[config.mk]
export PLATFORM = sky130hd
export DESIGN_NAME = gcd_ctrl_flat
export DESIGN_NICKNAME = d
export VERILOG_FILES = /design/src/rtl/gcd_ctrl_if.sv /design/src/rtl/gcd_ctrl.sv /design/src/flat_wrapper.sv
export SDC_FILE = /design/constraint.sdc
export NUM_CORES = 1
export LEC_CHECK = 0
export BUFFER_PORTS_ARGS = -buffer_cell sky130_fd_sc_hd__buf_2
export CAP_MARGIN = 30
export CORE_MARGIN = 4
export CORE_UTILIZATION = 34
export DETAILED_ROUTE_END_ITERATION = 8
export HOLD_SLACK_MARGIN = 0.06
export PLACE_DENSITY = 0.66
export SLEW_MARGIN = 20
export SYNTH_ARGS = -nofsm -noshare
export SYNTH_HDL_FRONTEND = slang
export SYNTH_SLANG_ARGS = --single-unit
[constraint.sdc]
create_clock -name clk -period 2.88 [get_ports clk]
set_clock_uncertainty 0.15 [all_clocks]
set_input_delay 0.144 -clock clk [delete_from_list [all_inputs] [get_ports clk]]
set_output_delay 0.144 -clock clk [all_outputs]
set_load 0.02 [all_outputs]
[src/rtl/gcd_ctrl_if.sv]
// rtl/gcd_ctrl_if.sv - start/done handshake, datapath flags and datapath controls of the GCD controller
interface gcd_ctrl_if #(
    parameter int CNT_W = 4
);
    logic             start;
    logic             eqflg;
    logic             ltflg;
    logic             xmsel;
    logic             ymsel;
    logic             xld;
    logic             yld;
    logic             gld;
    logic             busy;
    logic             done;
    logic             err;
    logic [CNT_W-1:0] iter_cnt;

    modport master (
        output start, eqflg, ltflg,
        input  xmsel, ymsel, xld, yld, gld, busy, done, err, iter_cnt
    );

    modport slave (
        input  start, eqflg, ltflg,
        output xmsel, ymsel, xld, yld, gld, busy, done, err, iter_cnt
    );
endinterface

[src/rtl/gcd_ctrl.sv]
// rtl/gcd_ctrl.sv - control FSM sequencing the subtractive GCD datapath, with iteration watchdog
// Define GCD_ITER_CNT_EN to expose the iteration counter on iter_cnt (tied to 0 otherwise).
module gcd_ctrl #(
    parameter int MAX_ITER = 15,
    parameter int CNT_W    = 4
) (
    input  logic      clk,
    input  logic      clr,
    gcd_ctrl_if.slave bus
);
    localparam logic [CNT_W-1:0] MAX_CNT = CNT_W'(MAX_ITER);

    typedef enum logic [2:0] {
        S_IDLE,
        S_LOAD,
        S_CMP,
        S_SUBX,
        S_SUBY,
        S_STORE,
        S_DONE,
        S_ERR
    } state_t;

    typedef struct packed {
        logic xmsel;
        logic ymsel;
        logic xld;
        logic yld;
        logic gld;
        logic busy;
        logic done;
        logic err;
    } ctrl_t;

    state_t           state_q, state_d;
    logic [CNT_W-1:0] cnt_q, cnt_d;
    ctrl_t            ctrl_q, ctrl_d;

    function automatic ctrl_t decode(input state_t s);
        ctrl_t c;
        c = '0;
        case (s)
            S_LOAD:  begin c.xld = 1'b1; c.yld = 1'b1; c.busy = 1'b1; end
            S_CMP:   c.busy = 1'b1;
            S_SUBX:  begin c.xmsel = 1'b1; c.xld = 1'b1; c.busy = 1'b1; end
            S_SUBY:  begin c.ymsel = 1'b1; c.yld = 1'b1; c.busy = 1'b1; end
            S_STORE: begin c.gld = 1'b1; c.busy = 1'b1; end
            S_DONE:  c.done = 1'b1;
            S_ERR:   c.err = 1'b1;
            default: c = '0;
        endcase
        return c;
    endfunction

    always_comb begin
        state_d = state_q;
        cnt_d   = cnt_q;
        case (state_q)
            S_IDLE:  if (bus.start) state_d = S_LOAD;
            S_LOAD:  state_d = S_CMP;
            S_CMP: begin
                if (bus.eqflg)           state_d = S_STORE;
                else if (cnt_q == MAX_CNT) state_d = S_ERR;
                else if (bus.ltflg)      state_d = S_SUBY;
                else                     state_d = S_SUBX;
            end
            S_SUBX, S_SUBY: begin
                state_d = S_CMP;
                if (cnt_q != MAX_CNT) cnt_d = cnt_q + 1'b1;
            end
            S_STORE: state_d = S_DONE;
            S_DONE:  state_d = bus.start ? S_LOAD : S_IDLE;
            S_ERR:   if (bus.start) state_d = S_LOAD;
            default: state_d = S_IDLE;
        endcase
        // Counter restarts on entry to LOAD so the last count stays visible while idle.
        if (state_d == S_LOAD) cnt_d = '0;
        // Outputs are decoded from the next state so the registered copy lines up with the state.
        ctrl_d = decode(state_d);
    end

    always_ff @(posedge clk or negedge clr) begin
        if (!clr) begin
            state_q <= S_IDLE;
            cnt_q   <= '0;
            ctrl_q  <= '0;
        end else begin
            state_q <= state_d;
            cnt_q   <= cnt_d;
            ctrl_q  <= ctrl_d;
        end
    end

    assign bus.xmsel = ctrl_q.xmsel;
    assign bus.ymsel = ctrl_q.ymsel;
    assign bus.xld   = ctrl_q.xld;
    assign bus.yld   = ctrl_q.yld;
    assign bus.gld   = ctrl_q.gld;
    assign bus.busy  = ctrl_q.busy;
    assign bus.done  = ctrl_q.done;
    assign bus.err   = ctrl_q.err;

`ifdef GCD_ITER_CNT_EN
    assign bus.iter_cnt = cnt_q;
`else
    assign bus.iter_cnt = '0;
`endif
endmodule

[src/flat_wrapper.sv]
// flat-port wrapper written by rule: the top's interface ports become plain ports
module gcd_ctrl_flat 
#(
    parameter int MAX_ITER = 15,
    parameter int CNT_W    = 4
)
  (clk, clr, bus_start, bus_eqflg, bus_ltflg, bus_xmsel, bus_ymsel, bus_xld, bus_yld, bus_gld, bus_busy, bus_done, bus_err, bus_iter_cnt);
  gcd_ctrl_if #(.CNT_W(CNT_W)) bus_i ();
  input  logic clk;
  input  logic clr;
  input wire logic [$bits(bus_i.start)-1:0] bus_start;
  input wire logic [$bits(bus_i.eqflg)-1:0] bus_eqflg;
  input wire logic [$bits(bus_i.ltflg)-1:0] bus_ltflg;
  output wire logic [$bits(bus_i.xmsel)-1:0] bus_xmsel;
  output wire logic [$bits(bus_i.ymsel)-1:0] bus_ymsel;
  output wire logic [$bits(bus_i.xld)-1:0] bus_xld;
  output wire logic [$bits(bus_i.yld)-1:0] bus_yld;
  output wire logic [$bits(bus_i.gld)-1:0] bus_gld;
  output wire logic [$bits(bus_i.busy)-1:0] bus_busy;
  output wire logic [$bits(bus_i.done)-1:0] bus_done;
  output wire logic [$bits(bus_i.err)-1:0] bus_err;
  output wire logic [$bits(bus_i.iter_cnt)-1:0] bus_iter_cnt;
  assign bus_i.start = bus_start;
  assign bus_i.eqflg = bus_eqflg;
  assign bus_i.ltflg = bus_ltflg;
  assign bus_xmsel = bus_i.xmsel;
  assign bus_ymsel = bus_i.ymsel;
  assign bus_xld = bus_i.xld;
  assign bus_yld = bus_i.yld;
  assign bus_gld = bus_i.gld;
  assign bus_busy = bus_i.busy;
  assign bus_done = bus_i.done;
  assign bus_err = bus_i.err;
  assign bus_iter_cnt = bus_i.iter_cnt;
  gcd_ctrl #(.MAX_ITER(MAX_ITER), .CNT_W(CNT_W)) u_core (.clk(clk), .clr(clr), .bus(bus_i));
endmodule
After elaboration in Yosys (flattened, before gate mapping) --
Index checks and enable logic that the tools add are counted. W data, S select, Z words.
Word-level totals: word-level logic and storage cells 54, register bits after elaboration 15
Operators by class: multiplexer cells 17, reduce and logical (&&, ||, !) cells 10, equality and inequality tests 16, add/subtract/negate cells 1
Operators by type and width (number):
- $eq A3 B3 Y1 const B | 8
- $pmux W3 S5 | 1
- $eq A3 B2 Y1 const B | 4
- $mux W3 | 4
- $mux W4 | 3
- $mux W1 | 9
- $reduce_or A2 Y1 | 4
- $eq A3 B1 Y1 const B | 2
- $reduce_or A5 Y1 | 1
- $add A4 B1 Y4 const B | 1
- $eq A4 B4 Y1 const B | 1
- $ne A4 B4 Y1 const B | 1
- $reduce_bool A2 Y1 | 2
- $logic_not A3 Y1 | 1
- $reduce_or A3 Y1 | 1
- $reduce_and A2 Y1 | 1

Depth between registers and ports, before layout --
Gate-level depths: netlist of run 1.
depth in word-level cells 7, gate-level depth with buffers 5, mapped depth without buffers 5

Least setup slack after synthesis of run 1 --
No wires, ideal clock.
path kind register to register, start reg u_core.cnt_q[0], end reg u_core.ctrl_q, in the netlist u_core.bus.busy, cell stages (with the launch flop) 6, library setup time 0.138 ns, buffers on the path 0, setup slack 1.364 ns, arrival 1.227 ns, path through dfrtp_1 > ha_1 > nand3_2 > a2111o_1 > nand2_1 > a32oi_1
RTL lines:
- start, declared | RTL line gcd_ctrl.sv:36 | logic [CNT_W-1:0] cnt_q, cnt_d;
- start signal, assigned | RTL line gcd_ctrl.sv:89 | cnt_q <= cnt_d;
- end signal, assigned | RTL line gcd_ctrl.sv:90 | ctrl_q <= ctrl_d;
- end, declared | RTL line gcd_ctrl.sv:37 | ctrl_t ctrl_q, ctrl_d;

Worst setup path in the final report of run 1 --
start reg u_core.state_q[2], end reg u_core.cnt_q[1]
Between the ends: cells in the longest elaborated chain, start to end 6, elaborated cells on any way between the ends 18, classes of those cells eq/ne (8); mux (3); reduce/logical (7)
Ends and longest elaborated chain:
- start, declared | RTL line gcd_ctrl.sv:35 | state_t state_q, state_d;
- start signal, assigned | RTL line gcd_ctrl.sv:88 | state_q <= state_d;
- $eq A3 B1 Y1 (tied with other cells) | RTL line gcd_ctrl.sv:58 | case (state_q)
- $reduce_or A3 Y1 (no source line) or $reduce_or A2 Y1 (tied branches)
- $pmux W3 S5 | RTL line gcd_ctrl.sv:58
- $eq A3 B1 Y1 | RTL line gcd_ctrl.sv:77 | if (state_d == S_LOAD) cnt_d = '0;
- $reduce_bool A2 Y1 (no source line)
- $reduce_and A2 Y1 (no source line)
Several ways; a longest one is shown, not always the timed one. A chain may end at the register's enable or synchronous reset.

==> results_dict.tcl, run 1 <==
set metrics [dict create \
    status "complete, no violations" \
    synth_area_leaders "dfrtp_1 48%, buf_4 4.8%, nor2_1 3.4%" \
    start_util_pct 35.6 \
    fin_crit_sh_pct 62.1 \
    dr.first_iter.drc_count 12 \
    die_h_um 55.9 \
    clk_pin_slew_worst_paths_ps 80 \
    rsz0062_at_grt "no" \
    cts_buffers 3 \
    grt_pass1_vias 566 \
    io_pins 17 \
    ys_seq_elements 15 \
    fillCellCount 222 \
    yosysSeqAreaShare_pct 48.2 \
    start_kind "flop" \
    post-route-min-period_ps 1790 \
    synth_top_area_share_pct 48.2 \
    drt_wl_total_mm 1.49 \
    grt_overflow_total 0 \
    htree_levels 1 \
    syn-instance-count 81 \
    cap_violations 0 \
    yosysTopAreaCell "dfrtp_1" \
    die_w_um 55.9 \
    area_delta_synth_final_pct 14.0 \
    vias 614 \
    p_int_uw 469 \
    antenna_found_initial 0 \
    ctsResizeCount 0 \
    criticalPathCategory "flop to flop" \
    core_area_mm2 0.00219 \
    cts_tree "yes" \
    post-dp-hpwl_mm 1.08 \
    cp-end-kind "flop" \
    num_rows 17 \
    drive_gt1_share_pct 19.8 \
    drc 0 \
    power_density_mw_per_mm2 906 \
    portBuffers 12 \
    grt_pass1_wl_mm 2.51 \
    clock_sinks 15 \
    post_drt_via_cell_ratio 4.95 \
    finalSetupViolations 0 \
    gp_congestion 0.833 \
    synthesis.area_um2 779 \
    finalMaxSlewViolations 0 \
    ff_latch_area_um2 375 \
    die_area_mm2 0.00312 \
    p_clk_share_pct 14.4 \
    hold_class "input pin to flop" \
    cp.required_ps 2900 \
    grt_use_total_pct 10.1 \
    switching_share_pct 41.8 \
    max-vdd-ir-drop_uv 650 \
    power_uw 805 \
    diodes 0 \
    root_buffer "clkbuf_4" \
    arrival_ps 1810 \
    post-cts-setup-buffer-count 0 \
    yosys_warnings 0 \
    wl_per_cell_um 12.0 \
    syn_avg_cell_area_um2 9.62 \
    dr.pass1.iters 4 \
    path_max_fanout 14 \
    comb_power_share_pct 40.8 \
    switchingPower_uw 336 \
    ys_types 33 \
    power_leakage_uw 0.000415 \
    finalSetupTns_ps 0 \
    final_core_util_pct 40.5 \
    grt_max_degree 16 \
    clk_latency_ps 280 \
    finalHoldViolations 0 \
    ant_nets 0 \
    max_freq_mhz 559 \
    clock_path_buffers 2 \
    multiInputGateArea_um2 350 \
    nNetsFinal 103 \
    power_frac_seq_pct 44.7 \
]
-- cells by family after synthesis --
kind of cell | after synthesis | synth area share, %
adder cells (fa/ha/maj) | 1 | 1.60
AO/OA/AOI/OAI | 24 | 19.6
buffers and inverters | 10 | 8.35
multiplexers | 1 | 1.44
XOR/XNOR | 1 | 1.12
flip-flops | 15 | 48.2
AND/OR/NAND/NOR | 28 | 19.3
other | 1 | 0.481
-- synth_stat cells --
cell,number
a2111o_1,1
a21o_1,1
a21oi_1,4
a22o_1,1
a31oi_1,1
a32oi_1,1
and2_1,4
and3_1,1
and3b_1,1
buf_2,1
buf_4,5
buf_6,1
conb_1,1
dfrtp_1,15
ha_1,1
inv_1,2
inv_2,1
mux2_1,1
nand2_1,6
nand3_1,2
nand3_2,1
nor2_1,7
nor2b_1,3
nor3_1,2
nor3b_2,1
o211ai_1,1
o21a_1,1
o21ai_0,5
o21ai_1,5
o21ai_2,1
o31ai_1,1
o41ai_1,1
xnor2_1,1
-- placed cells by master (no fill, tap or decap) --
| master | n |
|---|---|
| dfrtp_1 | 15 |
| buf_2 | 12 |
| nor2_1 | 7 |
| nand2_1 | 6 |
| o21ai_0 | 5 |
| o21ai_1 | 5 |
| and2_1 | 4 |
| a21oi_1 | 4 |
| conb_1 | 4 |
| nor2b_1 | 3 |
| clkbuf_4 | 3 |
| dlygate4sd3_1 | 3 |
| inv_1 | 2 |
| nor3_1 | 2 |
| nand3_1 | 2 |
| a31oi_1 | 1 |
| a21o_1 | 1 |
| nand3_2 | 1 |
| a2111o_1 | 1 |
| and3_1 | 1 |
| a32oi_1 | 1 |
| and3b_1 | 1 |
| nor3b_2 | 1 |
| o21ai_2 | 1 |
| o211ai_1 | 1 |
| o31ai_1 | 1 |
| o21a_1 | 1 |
| inv_2 | 1 |
| o41ai_1 | 1 |
| a22o_1 | 1 |
| mux2_1 | 1 |
| xnor2_1 | 1 |
| ha_1 | 1 |
| clkbuf_1 | 1 |
-- power groups by stage --
stage | logic, µW | clock network (µW) | registers (µW)
after floorplan | 263 | 0 | 361
after global placement | 323 | 0 | 359
after detailed placement | 328 | 0 | 363
after CTS | 333 | 123 | 359
after global routing | 369 | 134 | 372
final | 329 | 116 | 360
-- layout make-up --
type | count | share of cell area [%]
multi-input cells | 59 | 39.4
well taps | 28 | 3.94
repair buffers | 15 | 10.1
clock buffers | 4 | 2.96
inverters | 3 | 1.27
flip-flops and latches | 15 | 42.3
-- metal layers --
metal | wire [µm] | global-route usage, %
met5 | 0 | 0
met4 | 0 | 0.678
met3 | 86 | 5.34
met2 | 712 | 15.2
met1 | 693 | 13.6
-- timing repair --
item | in CTS | in global routing
hold buffers | 3 | 0
endpoints found under the hold margin | 20 | 0
endpoints found under the setup margin | 0 | 0
-- final timing paths --
path / from / end / slack (ps) / cells after the start
worst max-delay path: u_core.state_q[2]$_DFF_PN0_ / u_core.cnt_q[1]$_DFFE_PN0P_ / 1090 / 4
worst min-delay path: bus_start / u_core.state_q[0]$_DFF_PN0_ / 90 / 3
worst max register to register: u_core.state_q[2]$_DFF_PN0_ / u_core.cnt_q[1]$_DFFE_PN0P_ / 1090 / 4
worst min register to register: u_core.cnt_q[3]$_DFFE_PN0P_ / u_core.cnt_q[3]$_DFFE_PN0P_ / 460 / 1
max in group asynchronous: clr / u_core.bus.xld$_DFF_PN0_ / 2180 / 2
min in group asynchronous: clr / u_core.state_q[0]$_DFF_PN0_ / 140 / 2
-- per-stage QoR --
step | hold slack (ps) | cell area [µm²] | cells | worst slack [ps]
floorplan | -302 | 791 | 84 | 1360
global placement | -88.0 | 832 | 117 | 1170
detailed placement | -83.1 | 832 | 117 | 1120
CTS | 88.2 | 888 | 124 | 1100
global route | 154 | 888 | 124 | 1020
finish | 89.4 | 888 | 124 | 1090
-- state kept, by name, indices dropped and copies added (netlist names) --
signal / flops
u_core.bus.busy: 1
u_core.bus.done: 1
u_core.bus.err: 1
u_core.bus.gld: 1
u_core.bus.xld: 1
u_core.bus.xmsel: 1
u_core.bus.yld: 1
u_core.bus.ymsel: 1
u_core.cnt_q: 4
u_core.state_q: 3
-- critical path, cell delays in order, from the launching register on --
cell and delay, ps:
dfrtp_1 560, and3b_1 240, o21ai_2 230, mux2_1 340, and2_1 150
Note: power is estimated with default switching activity, not from simulation.
==> inputs of run 2 (changes only) <==
--- a/config.mk
+++ b/config.mk
@@ -11,7 +11,7 @@
 export CORE_UTILIZATION = 34
 export DETAILED_ROUTE_END_ITERATION = 8
 export HOLD_SLACK_MARGIN = 0.06
-export PLACE_DENSITY = 0.66
+export PLACE_DENSITY = 0.68
 export SLEW_MARGIN = 20
 export SYNTH_ARGS = -nofsm -noshare
 export SYNTH_HDL_FRONTEND = slang
==> constraint.sdc (replaced) <==
create_clock -name clk -period 1.6 [get_ports clk]
set_clock_uncertainty 0.15 [all_clocks]
set_input_delay 0.08 -clock clk [delete_from_list [all_inputs] [get_ports clk]]
set_output_delay 0.08 -clock clk [all_outputs]
set_load 0.02 [all_outputs]
==> run 2 against run 1 <==
Compared with the run above: first-iteration DRC count up 130%; critical path depth up 1; sequential cell count unchanged; clock power up 88%; count of clock-buffer cells in the layout down 1; wire length up 12%; register-to-register slack worse by 1000 ps; via count up 11%; critical path type unchanged; sequential power up 62%; sequential share of layout area down 5.4 points; utilization up 6.0 points; maximum frequency up 16%.
==> results_dict.tcl, run 2 (synthesis gave the netlist of run 1 again) <==
set metrics [dict create \
    cp-end-kind "flop" \
    setup_ws_ps 54.3 \
    status "complete, no violations" \
    cts_buffers 3 \
    final_common_cell "dfrtp_1" \
    switching_share_pct 40.3 \
    nNetsFinal 115 \
    drc 0 \
    drive_gt1_share_pct 34.3 \
    cp.required_ps 1610 \
    diodes 0 \
    clock_path_buffers 2 \
    power_uw 1700 \
    max-vdd-ir-drop_uv 717 \
    die_w_um 55.9 \
    dr.pass1.iters 4 \
    die_area_mm2 0.00312 \
    reg_top3 "u_core.cnt_q (4), u_core.state_q (3)" \
    grt_pass1_wl_mm 2.85 \
    die_h_um 55.9 \
    cts_tree "yes" \
    cap_violations 0 \
    area_delta_synth_final_pct 30.8 \
    finalSetupViolations 0 \
    switchingPower_uw 687 \
    comb_power_share_pct 53.0 \
    post-route-min-period_ps 1550 \
    start_kind "flop" \
    max_freq_mhz 647 \
    final_cell_mix "15 x dfrtp_1, 12 x buf_2, 11 x buf_4" \
    path_max_fanout 3 \
    criticalPathCategory "flop to flop" \
    antenna_found_initial 0 \
    finalMaxSlewViolations 0 \
    ant_nets 0 \
    start_util_pct 35.6 \
    num_rows 17 \
    final_core_util_pct 46.5 \
    p_int_uw 1020 \
    grt_max_degree 16 \
    clock_sinks 15 \
    wl_per_cell_um 12.2 \
    grt_overflow_total 0 \
    power_leakage_uw 0.000482 \
    largest_reg_flops 4 \
    arrival_ps 1560 \
    power_frac_seq_pct 34.2 \
    p_clk_share_pct 12.8 \
    finalHoldViolations 0 \
    htree_levels 1 \
    grt_pass1_vias 652 \
    clk_latency_ps 280 \
    fillCellCount 200 \
    io_pins 17 \
    pre_cts_slack_ps 0.0666 \
    root_buffer "clkbuf_4" \
    post-dp-hpwl_mm 1.20 \
    post_drt_via_cell_ratio 5.00 \
    rsz0062_at_grt "yes" \
    drt_wl_total_mm 1.66 \
    hold_class "input pin to asynchronous set/reset pin" \
    core_area_mm2 0.00219 \
    power_density_mw_per_mm2 1670 \
    fin_crit_sh_pct 96.6 \
    grt_use_total_pct 11.8 \
    dr.first_iter.drc_count 27 \
    clk_pin_slew_worst_paths_ps 90 \
    gp_congestion 0.821 \
    regMostFlops "u_core.cnt_q" \
    vias 680 \
    portBuffers 12 \
]
run 2: cell count changes in the layout (fill, tap and decap cells not counted), sizes merged:
cell,change
dlygate4sd3,+1
clkbuf,-1
clkinv,+1
buf,+11
run 2: power by group through the flow:
stage          Clock [µW]  Combinational (µW)  Sequential (µW)
6_report              218                 904              584
2_1_floorplan           0                 474              649
5_1_grt               248                 995              601
3_5_place_dp            0                 784              587
3_3_place_gp            0                 775              583
4_1_cts               223                 828              577
run 2: cell type report:
| type | count | area, µm² | share of cell area (%) |
|---|---|---|---|
| clock buffer | 3 | 22.5 | 2.21 |
| timing repair buffer | 27 | 183 | 17.9 |
| inverter | 3 | 11.3 | 1.10 |
| clock inverter | 1 | 5.00 | 0.491 |
| tap | 28 | 35.0 | 3.44 |
| sequential | 15 | 375 | 36.8 |
| multi-input combinational | 59 | 388 | 38.0 |
run 2: timing repair:
action | CTS | global route
resized for setup | 3 | 5
setup buffers | 1 | 1
hold buffers | 4 | 0
endpoints found under the setup margin | 4 | 4
pin swaps | 1 | 1
endpoints found under the hold margin | 24 | 0
run 2: critical path, stage by stage (launching register included):
cell      delay, ps
dfrtp_1         430
ha_4            170
nand3_2          70
a2111o_1        410
nand2_1         120
a32oi_1          60
run 2: metrics by stage:
stage | hold slack (ps) | TNS, ps | std cells | instance area (µm²)
2_1_floorplan | -366 | 0 | 84 | 791
3_3_place_gp | -158 | 0 | 126 | 900
3_5_place_dp | -151 | 0 | 126 | 900
4_1_cts | 69.4 | 0 | 135 | 987
5_1_grt | 102 | -12.3 | 136 | 1020
6_report | 67.9 | 0 | 136 | 1020
run 2: worst paths after layout:
| check | slack [ps] | to | cells past startpoint | from |
|---|---|---|---|---|
| setup reg to reg | 50 | u_core.bus.busy$_DFF_PN0_ | 5 | u_core.cnt_q[1]$_DFFE_PN0P_ |
| min in group clk | 390 | u_core.bus.xmsel$_DFF_PN0_ | 3 | bus_ltflg |
| hold reg to reg | 520 | u_core.cnt_q[3]$_DFFE_PN0P_ | 1 | u_core.cnt_q[3]$_DFFE_PN0P_ |
| hold / removal | 70 | u_core.cnt_q[1]$_DFFE_PN0P_ | 2 | clr |
| max in group asynchronous | 990 | u_core.state_q[2]$_DFF_PN0_ | 2 | clr |
| setup / recovery | 50 | u_core.bus.busy$_DFF_PN0_ | 5 | u_core.cnt_q[1]$_DFFE_PN0P_ |
run 2: per-layer routing:
layer | GRT usage (%) | share of wire [%]
met3 | 2.55 | 4.8
met5 | 0 | 0
met4 | 7.12 | 3.4
met2 | 19.3 | 50
met1 | 14.0 | 41
